$ cat src/rtl/sw_debounce.sv
// rtl/sw_debounce.sv - slide-switch synchroniser, debouncer, edge strobes and change counter
module sw_debounce #(
    parameter int WIDTH           = 4,
    parameter int DEBOUNCE_CYCLES = 1000000,
    parameter int CNT_W           = 20
) (
    input  logic             clk_clk,
    input  logic             reset_reset_n,
    input  logic [WIDTH-1:0] sw_raw,
    input  logic             clr_count,
    output logic [WIDTH-1:0] sw_stable,
    output logic [WIDTH-1:0] sw_rise,
    output logic [WIDTH-1:0] sw_fall,
    output logic             change_valid,
    output logic [15:0]      change_count
);

    localparam logic [CNT_W-1:0] LAST = CNT_W'(DEBOUNCE_CYCLES - 1);

    logic [WIDTH-1:0] s1;
    logic [WIDTH-1:0] s2;
    logic [WIDTH-1:0] differ;
    logic [WIDTH-1:0] accept;
    logic [CNT_W-1:0] cnt [WIDTH];

    always_ff @(posedge clk_clk or negedge reset_reset_n) begin
        if (!reset_reset_n) begin
            s1 <= '0;
            s2 <= '0;
        end else begin
            s1 <= sw_raw;
            s2 <= s1;
        end
    end

    // A bit is pending whenever the synchronised input disagrees with the accepted level.
    always_comb begin
        differ = s2 ^ sw_stable;
        accept = '0;
        for (int i = 0; i < WIDTH; i++) begin
            accept[i] = differ[i] && (cnt[i] == LAST);
        end
    end

    // Any return to the accepted level clears the count, so a glitch restarts the window.
    always_ff @(posedge clk_clk or negedge reset_reset_n) begin
        if (!reset_reset_n) begin
            for (int i = 0; i < WIDTH; i++) begin
                cnt[i] <= '0;
            end
        end else begin
            for (int i = 0; i < WIDTH; i++) begin
                if (!differ[i] || accept[i]) begin
                    cnt[i] <= '0;
                end else begin
                    cnt[i] <= cnt[i] + 1'b1;
                end
            end
        end
    end

    always_ff @(posedge clk_clk or negedge reset_reset_n) begin
        if (!reset_reset_n) begin
            sw_stable    <= '0;
            sw_rise      <= '0;
            sw_fall      <= '0;
            change_valid <= 1'b0;
            change_count <= '0;
        end else begin
            sw_stable    <= sw_stable ^ accept;
            sw_rise      <= accept & s2;
            sw_fall      <= accept & ~s2;
            change_valid <= |accept;
            if (clr_count) begin
                change_count <= '0;
            end else if (|accept) begin
                change_count <= change_count + 16'd1;
            end
        end
    end

endmodule

$ cat config.mk
export PLATFORM = sky130hd
export DESIGN_NAME = sw_debounce
export DESIGN_NICKNAME = d
export VERILOG_FILES = /design/src/rtl/sw_debounce.sv
export SDC_FILE = /design/constraint.sdc
export NUM_CORES = 1
export LEC_CHECK = 0
export ABC_AREA = 1
export CAP_MARGIN = 20
export CORE_ASPECT_RATIO = 1.2
export CORE_UTILIZATION = 41
export CTS_CLUSTER_DIAMETER = 200
export DETAILED_ROUTE_END_ITERATION = 6
export PLACE_DENSITY_LB_ADDON = 0.05
export SYNTH_ARGS = -nofsm -noshare
export SYNTH_HDL_FRONTEND = slang
export SYNTH_SLANG_ARGS = --single-unit
$ cat constraint.sdc
create_clock -name clk_clk -period 2.2 [get_ports clk_clk]
set_input_delay 0.55 -clock clk_clk [delete_from_list [all_inputs] [get_ports clk_clk]]
set_output_delay 0.55 -clock clk_clk [all_outputs]
set_load 0.05 [all_outputs]
==> flow_summary.json, run 1 <==
{
  "gp_congestion": 0.8237,
  "clock-sinks": 117,
  "nets": 840,
  "port_buffers": 35,
  "required_ps": 1650,
  "rows": 48,
  "min_period_ps": 2094,
  "yosys.area_share.simple_pct": 34.59,
  "synth_top_family_by_area": "simple AND/OR/NAND/NOR gates",
  "synth_xor_area_share_pct": 5.075,
  "worstHoldPathType": "in2async",
  "mostFrequentLayoutCell": "nand2_1",
  "cts_buffers": 17,
  "clock_latency_ps": 410,
  "synthAdderAreaFrac_pct": 1.036,
  "synthMuxAreaShare_pct": 0,
  "cts_tree": "done",
  "critPathLaunchType": "flop",
  "drive_above_1_share_pct": 6.897,
  "p_comb_share_pct": 3.0,
  "drt-total-wl_mm": 13.17,
  "synth_nets": 789,
  "rsz0062_at_grt": "no",
  "p_sw_share_pct": 20.78,
  "fin_skew_ps": 8.951,
  "critPathTopFamily": "buffers and inverters",
  "fin_area_um2": 7172,
  "path_buf_inv": 1,
  "cts_max_level": 4,
  "powerDensity_nw_per_um2": 690.8,
  "initial_core_util_pct": 41.91,
  "multi_input_area_um2": 2709,
  "path_cells": "clkdlybuf4s50_1",
  "synthCells": 777,
  "n_fill_cell": 1406,
  "die-area_um2": 15220,
  "final_cell_mix": "nand2_1 (162), nor2_1 (147), dfrtp_1 (117), inv_1 (85), nand3_1 (80)",
  "max_stage_delay_ps": 810,
  "drt_iter0_drc": 268,
  "grt_pass1_vias": 4970,
  "yosys_warnings": 0,
  "seq_power_share_pct": 44.4,
  "ys_ff_latch": 117,
  "drt-vias-per-instance": 5.046,
  "grt_pass1_wl_mm": 22.54,
  "ys_types": 34,
  "fmax_mhz": 477.5,
  "antenna_found_initial": 0,
  "total_power_mw": 4.954,
  "track_usage_pct": 18.91,
  "synth_compound_area_share_pct": 4.143,
  "die_w_um": 112.8,
  "drc": 0,
  "period_share_pct": 95.19,
  "whs_ps": 119.5,
  "clk_path_buf_depth": 2,
  "internal_power_mw": 3.925,
  "seqCellArea_um2": 2928,
  "tns_ps": 0,
  "seq_area_frac_synth_pct": 48.47,
  "timing_worst_setup_path_type": "reg2out",
  "vias": 5127,
  "cts_setup_buffers": 0,
  "antenna_cells": 0,
  "drt-pass1-iter-count": 4,
  "cp_slowest_cell": "clkdlybuf4s50_1",
  "switchingPower_mw": 1.029,
  "grt-ovfl-total": 0,
  "wire_per_inst_um": 12.96,
  "slew_violations": 0,
  "worst_setup_path_end_kind": "output port",
  "die_h_um": 135.0,
  "placed_cell_area_um2": 6620,
  "avgSynthCellArea_um2": 7.775,
  "crit_fanout": 1,
  "grt_max_degree": 64,
  "tightest_slew_ps": 531.3,
  "synth_area_um2": 6041,
  "setup_viol": 0,
  "arrival_ps": 1540,
  "power_frac_clock_pct": 52.6,
  "hpwl_mm": 9.424,
  "ant_nets": 0,
  "io_pins": 36,
  "clkSlewWorstSetupHoldPaths_ps": 50,
  "leakagePower_nw": 3.399,
  "hold_violations": 0,
  "areaGrowthSynthToFinish_pct": 18.72,
  "clock-root-buffer": "clkbuf_16",
  "core_area_um2": 14410,
  "drv_cap": 0,
  "status": "finished clean",
  "irDropWorstVdd_uv": 457.8,
  "slew_headroom_pct": 64.47
}
cell families after synthesis:
family	Yosys count
adders and majority gates	5
and+or+nand+nor	475
buffers and inverters	102
DFF	117
AOI/OAI and AO/OA	43
xor gates and xnor gates	35
Yosys cell counts:
cell      count  area (µm²)
nand2_1     162       608.1
nor2_1      147       551.8
dfrtp_1     117        2928
inv_1        85       319.1
nand3_1      80       400.4
nor3_1       36       180.2
xor2_1       26       227.7
a21oi_1      18       90.09
nand4_1      17       106.4
nor3b_1      11       82.58
o21ai_0      11       55.05
xnor2_1       9       78.83
inv_2         8       30.03
nor2_2        7       43.79
a31oi_1       5       31.28
buf_2         5       25.02
ha_1          5       62.56
nand2_2       4       25.02
nor4_1        4       25.02
a211oi_1      2       15.01
buf_6         2       22.52
nor2_4        2       22.52
o211ai_1      2       15.01
o21a_1        2       15.01
a21boi_2      1       11.26
a21o_1        1       7.510
and3_1        1       6.260
buf_1         1       3.750
clkbuf_1      1       3.750
nand2_4       1       11.26
nand3_2       1       10.01
nor3_2        1       10.01
o211a_1       1       10.01
or2_1         1       6.260
stage by stage:
step | setup WS, ps | util [%] | instances
2_1_floorplan | 445.7 | - | 777
3_3_place_gp | 356.7 | 45.93 | 984
3_5_place_dp | 313.8 | 45.93 | 984
4_1_cts | 0.01321 | 49.69 | 1016
5_1_grt | 62.27 | 49.76 | 1016
6_report | 105.7 | 49.76 | 1016
sequential cells by signal, indices dropped and copies added (netlist names), named ones only:
| name | count |
|---|---|
| sw_rise | 4 |
| s1 | 4 |
| change_valid | 1 |
| s2 | 4 |
| change_count | 16 |
| sw_fall | 4 |
| cnt | 80 |
area by class of cell:
cell class	instances	area share, %
multi-input combinational	558	37.77
timing repair buffer	41	5.670
clock buffer	29	7.257
sequential	117	40.82
inverter	93	4.867
tap	175	3.053
clock inverter	3	0.5583
worst paths after layout:
check,startpoint,end,slack [ps],depth (start not counted)
setup / recovery,sw_fall[3],sw_fall[3],110,1
hold / removal,reset_reset_n,s1[2],120,2
setup reg to reg,cnt[20],cnt[30],290,9
hold reg to reg,s1[2],s2[2],350,0
max in group asynchronous,reset_reset_n,cnt[42],1740,2
min in group clk_clk,s1[2],s2[2],350,0
power by group through the flow:
| stage | clock network, mW | logic (mW) | registers [mW] |
|---|---|---|---|
| 2_1_floorplan | 0 | 0.0707 | 2.23 |
| 3_3_place_gp | 0 | 0.152 | 2.23 |
| 3_5_place_dp | 0 | 0.155 | 2.23 |
| 4_1_cts | 2.68 | 0.156 | 2.20 |
| 5_1_grt | 2.76 | 0.172 | 2.20 |
| 6_report | 2.61 | 0.149 | 2.20 |
routing by layer:
layer,vias to the layer above,share of wire (%),GRT usage [%]
met4,0,2.6,10.59
met5,-,0,0
met1,2404,45,21.61
met3,26,3.3,4.219
li1,2596,-,-
met2,101,49,32.75
timing repair:
item,CTS,global route
gates resized for setup,15,4
setup endpoints to repair,15,4
hold buffers,0,0
gates cloned,0,0
Note: power is estimated with default switching activity, not from simulation.
==> run 2: changes to the inputs <==
CORE_ASPECT_RATIO = unset   (was 1.2)
CORE_MARGIN = 2   (was unset)
==> flow_summary.json, run 2 (synthesis gave the netlist of run 1 again) <==
{
  "critPathLaunchType": "flop",
  "crit_fanout": 1,
  "top_register": "cnt",
  "nets": 841,
  "postLayoutCoreUtil_pct": 50.00,
  "initial_core_util_pct": 41.72,
  "cts_buffers": 17,
  "clock-sinks": 117,
  "top_regs": "cnt: 80 flops, change_count: 16 flops",
  "cp_slowest_cell": "clkdlybuf4s50_1",
  "die_h_um": 125.4,
  "status": "finished clean",
  "drt-total-wl_mm": 13.39,
  "worstHoldPathType": "in2async",
  "grt_pass1_wl_mm": 23.43,
  "die_w_um": 125.4,
  "tns_ps": 0,
  "drv_cap": 0,
  "worst_setup_path_end_kind": "output port",
  "reg2reg_depth": 7,
  "gp_congestion": 0.8551,
  "drt-pass1-iter-count": 5,
  "grt-ovfl-total": 0,
  "setup_viol": 0,
  "required_ps": 1650,
  "arrival_ps": 1560,
  "powerDensity_nw_per_um2": 711.8,
  "grt_max_degree": 44,
  "timing_worst_setup_path_type": "reg2out",
  "cts-resized-gates": 14,
  "largest_reg_flops": 80,
  "critPathTopFamily": "buffers and inverters",
  "rsz0062_at_grt": "no",
  "clock_latency_ps": 420,
  "clk_path_buf_depth": 2,
  "hold_buffers": 0,
  "tightest_slew_ps": 608.3,
  "mostFrequentLayoutCell": "nand2_1",
  "cp.depth": 1,
  "grt_pass1_vias": 5062,
  "fin_skew_ps": 6.492,
  "hpwl_mm": 9.596,
  "vias": 5145,
  "io_pins": 36,
  "total_power_mw": 5.153,
  "fmax_mhz": 473.2,
  "drt-vias-per-instance": 5.020,
  "slew_violations": 0,
  "antenna_found_initial": 0,
  "leakagePower_nw": 3.436,
  "antenna_cells": 0,
  "track_usage_pct": 18.38,
  "rows": 44,
  "clock-root-buffer": "clkbuf_16",
  "final_cell_mix": "nand2_1 (162), nor2_1 (147), dfrtp_1 (117), inv_1 (85), nand3_1 (80)",
  "wire_per_inst_um": 13.06,
  "areaGrowthSynthToFinish_pct": 19.84,
  "whs_ps": 143.1,
  "period_share_pct": 96.06,
  "cts_setup_buffers": 0,
  "cts_max_level": 4,
  "die-area_um2": 15720,
  "hold_violations": 0,
  "min_period_ps": 2113,
  "ant_nets": 0,
  "path_cells": "clkdlybuf4s50_1",
  "drive_above_1_share_pct": 7.610,
  "core_area_um2": 14480,
  "drc": 0,
  "drt_iter0_drc": 389,
  "port_buffers": 35,
  "reg2reg_slack_ps": 340,
  "clkSlewWorstSetupHoldPaths_ps": 60,
  "irDropWorstVdd_uv": 620.7,
  "slew_headroom_pct": 59.45,
  "path_buf_inv": 1,
  "max_stage_delay_ps": 830,
  "cts_tree": "done"
}
-- run 2: cell count changes in the layout (fill, tap and decap cells not counted), sizes merged --
cell          previous run  this run
buf                      8         9
bufinv                   1         2
clkbuf                  29        24
clkinv                   2         3
clkinvlp                 0         2
dlygate4sd2             15        14
dlymetal6s2s             4         5
-- run 2: path summary, 6_finish.rpt --
kind / endpoint / startpoint
min: cnt[29] / reset_reset_n
min in group clk_clk: s2[1] / s1[1]
max reg2reg: cnt[58] / cnt[40]
min reg2reg: s2[1] / s1[1]
max in group asynchronous: cnt[67] / reset_reset_n
max: sw_fall[3] / sw_fall[3]
-- run 2: worst register-to-register path, stage by stage (launching register included) --
cell     delay, ps
dfrtp_1        400
ha_1           200
nand3_1        170
nor2_1         360
nand3_1        170
nor2_1         220
a21oi_1        100
nor3_1         150
-- run 2: routing by layer --
layer / wire [µm] / share of wire (%) / track usage, %
met1: 6694 / 50 / 24.18
met2: 6063 / 45 / 28.96
met3: 387 / 2.9 / 5.049
met4: 241 / 1.8 / 7.255
met5: 0 / 0 / 0
-- run 2: area by class of cell --
class	count	area, µm²
flip-flops and latches	117	2928
clock buffers	24	511.7
clock inverters	7	93.84
multi-input cells	558	2709
repair buffers	42	417.9
inverters	93	349.1
fillers	1401	7239
well taps	184	230.2
-- run 2: report_power, final --
group / switching [mW] / internal [mW]
Sequential: 0.0188 / 2.18
Clock: 0.966 / 1.84
Combinational: 0.105 / 0.0463
Total: 1.09 / 4.06
-- run 2: stage by stage --
stage | instances | instance area [µm²] | setup WS (ps)
after detailed placement | 994 | 6639 | 344.0
after floorplan | 777 | 6041 | 445.7
after global routing | 1025 | 7239 | 41.44
after CTS | 1025 | 7227 | 1.314
final | 1025 | 7239 | 86.73
after global placement | 994 | 6639 | 376.7
==> run 3: changes to the inputs <==
CORE_UTILIZATION = 55   (was 41)
==> flow_summary.json, run 3 (synthesis gave the netlist of run 1 again) <==
{
  "status": "finished clean",
  "required_ps": 1650,
  "tns_ps": 0,
  "grt_pass1_wl_mm": 22.11,
  "r2r-end": "cnt[18]",
  "fin_area_um2": 7159,
  "timing_worst_setup_path_type": "reg2out",
  "top_regs": "cnt: 80 flops, change_count: 16 flops",
  "top_register": "cnt",
  "drv_cap": 0,
  "fin_cells": 980,
  "tightest_slew_ps": 799.3,
  "drt-total-wl_mm": 12.94,
  "largest_reg_flops": 80,
  "arrival_ps": 1530,
  "final_cell_mix": "nand2_1 (162), nor2_1 (147), dfrtp_1 (117), inv_1 (85), nand3_1 (80)",
  "fmax_mhz": 481.8,
  "clock-sinks": 117,
  "power_frac_clock_pct": 55.1,
  "critPathLaunchType": "flop",
  "leakagePower_nw": 3.409,
  "seq_power_share_pct": 42.1,
  "areaGrowthSynthToFinish_pct": 18.52,
  "antenna_found_initial": 0,
  "crit_start": "change_count[7]",
  "mostFrequentLayoutCell": "nand2_1",
  "drc": 0,
  "irDropWorstVdd_uv": 761.1,
  "clk_path_buf_depth": 2,
  "cts_tree": "done",
  "antenna_cells": 0,
  "cts_buffers": 17,
  "die_w_um": 108.8,
  "track_usage_pct": 23.78,
  "worst_slack_ps": 124.3,
  "critPathTopFamily": "buffers and inverters",
  "clkSlewWorstSetupHoldPaths_ps": 60,
  "grt_max_degree": 43,
  "drt-vias-per-instance": 5.344,
  "gp_congestion": 0.8921,
  "setup_viol": 0,
  "core_area_um2": 10790,
  "switchingPower_mw": 1.099,
  "drt-pass1-iter-count": 6,
  "port_buffers": 35,
  "rr_startpoint": "cnt[0]",
  "grt-ovfl-total": 0,
  "hold_violations": 0,
  "p_comb_share_pct": 2.8,
  "postLayoutCoreUtil_pct": 66.33,
  "total_power_mw": 5.213,
  "max_stage_delay_ps": 560,
  "hpwl_mm": 9.260,
  "p_sw_share_pct": 21.08,
  "cp_slowest_cell": "dlygate4sd2_1",
  "crit_fanout": 6,
  "fin_skew_ps": 7.267,
  "period_share_pct": 94.35,
  "io_pins": 36,
  "hold_depth": 0,
  "powerDensity_nw_per_um2": 728.2,
  "drt_iter0_drc": 391,
  "die_h_um": 108.8,
  "slew_headroom_pct": 46.66,
  "drive_above_1_share_pct": 7.381,
  "path_cells": "dlygate4sd2_1",
  "dp_worst_setup_slack_ps": 229.9,
  "whs_ps": 353.4,
  "worst_setup_path_end_kind": "output port",
  "rows": 38,
  "min_from": "s1[3]",
  "nets": 839,
  "rsz0062_at_grt": "no",
  "worstHoldPathType": "reg2reg",
  "clock_latency_ps": 530,
  "cts_max_level": 4,
  "holdPathEnd": "s2[3]",
  "reg2reg_slack_ps": 340,
  "wire_per_inst_um": 13.21,
  "die-area_um2": 11840,
  "grt_pass1_vias": 5004,
  "vias": 5237,
  "placed_cell_area_um2": 6564,
  "ant_nets": 0,
  "reg2reg_depth": 9,
  "min_period_ps": 2076,
  "path_buf_inv": 1,
  "slew_violations": 0,
  "clock-root-buffer": "clkbuf_8",
  "dp.cells": 947,
  "internal_power_mw": 4.114,
  "initial_core_util_pct": 55.97
}
## run 3: changes by cell type in the layout (fill, tap and decap cells not counted), moves of 2 or more
| cell | previous run | this run |
|---|---|---|
| buf_4 | 7 | 3 |
| bufinv_16 | 2 | 4 |
| clkbuf_8 | 6 | 3 |
| clkdlybuf4s50_1 | 14 | 5 |
| clkinv_2 | 2 | 4 |
| dlygate4sd2_1 | 14 | 29 |
| dlymetal6s2s_1 | 5 | 0 |
## run 3: worst max path at each step
stage | to | cells past startpoint
global placement | change_count[4] | 4
global route | change_count[7] | 1
floorplan | change_count[10] | 10
CTS | change_count[7] | 1
detailed placement | change_count[6] | 4
finish | change_count[7] | 1
## run 3: worst register-to-register path, delay by kind of cell, from the launching register on
kind	cells	cell delay (ps)
xor gates and xnor gates	1	130
adders and majority gates	1	200
DFF	1	420
and+or+nand+nor	7	980
## run 3: what timing repair did
| item | CTS | global route |
|---|---|---|
| endpoints found under the setup margin | 29 | 0 |
| resized for setup | 29 | 0 |
| hold endpoints to repair | 11 | 0 |
| hold buffers | 1 | 0 |
| setup buffers | 0 | 0 |
## run 3: power groups by stage
stage / Clock (mW) / Sequential (mW) / Combinational [mW]
2_1_floorplan: 0 / 2.23 / 0.0707
3_3_place_gp: 0 / 2.23 / 0.146
3_5_place_dp: 0 / 2.23 / 0.149
4_1_cts: 2.92 / 2.20 / 0.151
5_1_grt: 3.02 / 2.20 / 0.175
6_report: 2.87 / 2.20 / 0.146
## run 3: layout make-up
| cell class | count | area, µm² |
|---|---|---|
| Clock buffer | 19 | 441.7 |
| Timing Repair Buffer | 40 | 376.6 |
| Multi-Input combinational cell | 558 | 2709 |
| Fill cell | 894 | 3633 |
| Clock inverter | 13 | 180.2 |
| Inverter | 93 | 349.1 |
| Tap cell | 140 | 175.2 |
| Sequential cell | 117 | 2928 |
## run 3: per-layer routing
layer	vias up	GRT usage [%]	wire, µm
met5	-	0	0
met1	2482	30.06	5793
met3	17	6.635	707
met2	140	38.84	6257
met4	0	9.249	185
li1	2598	-	-
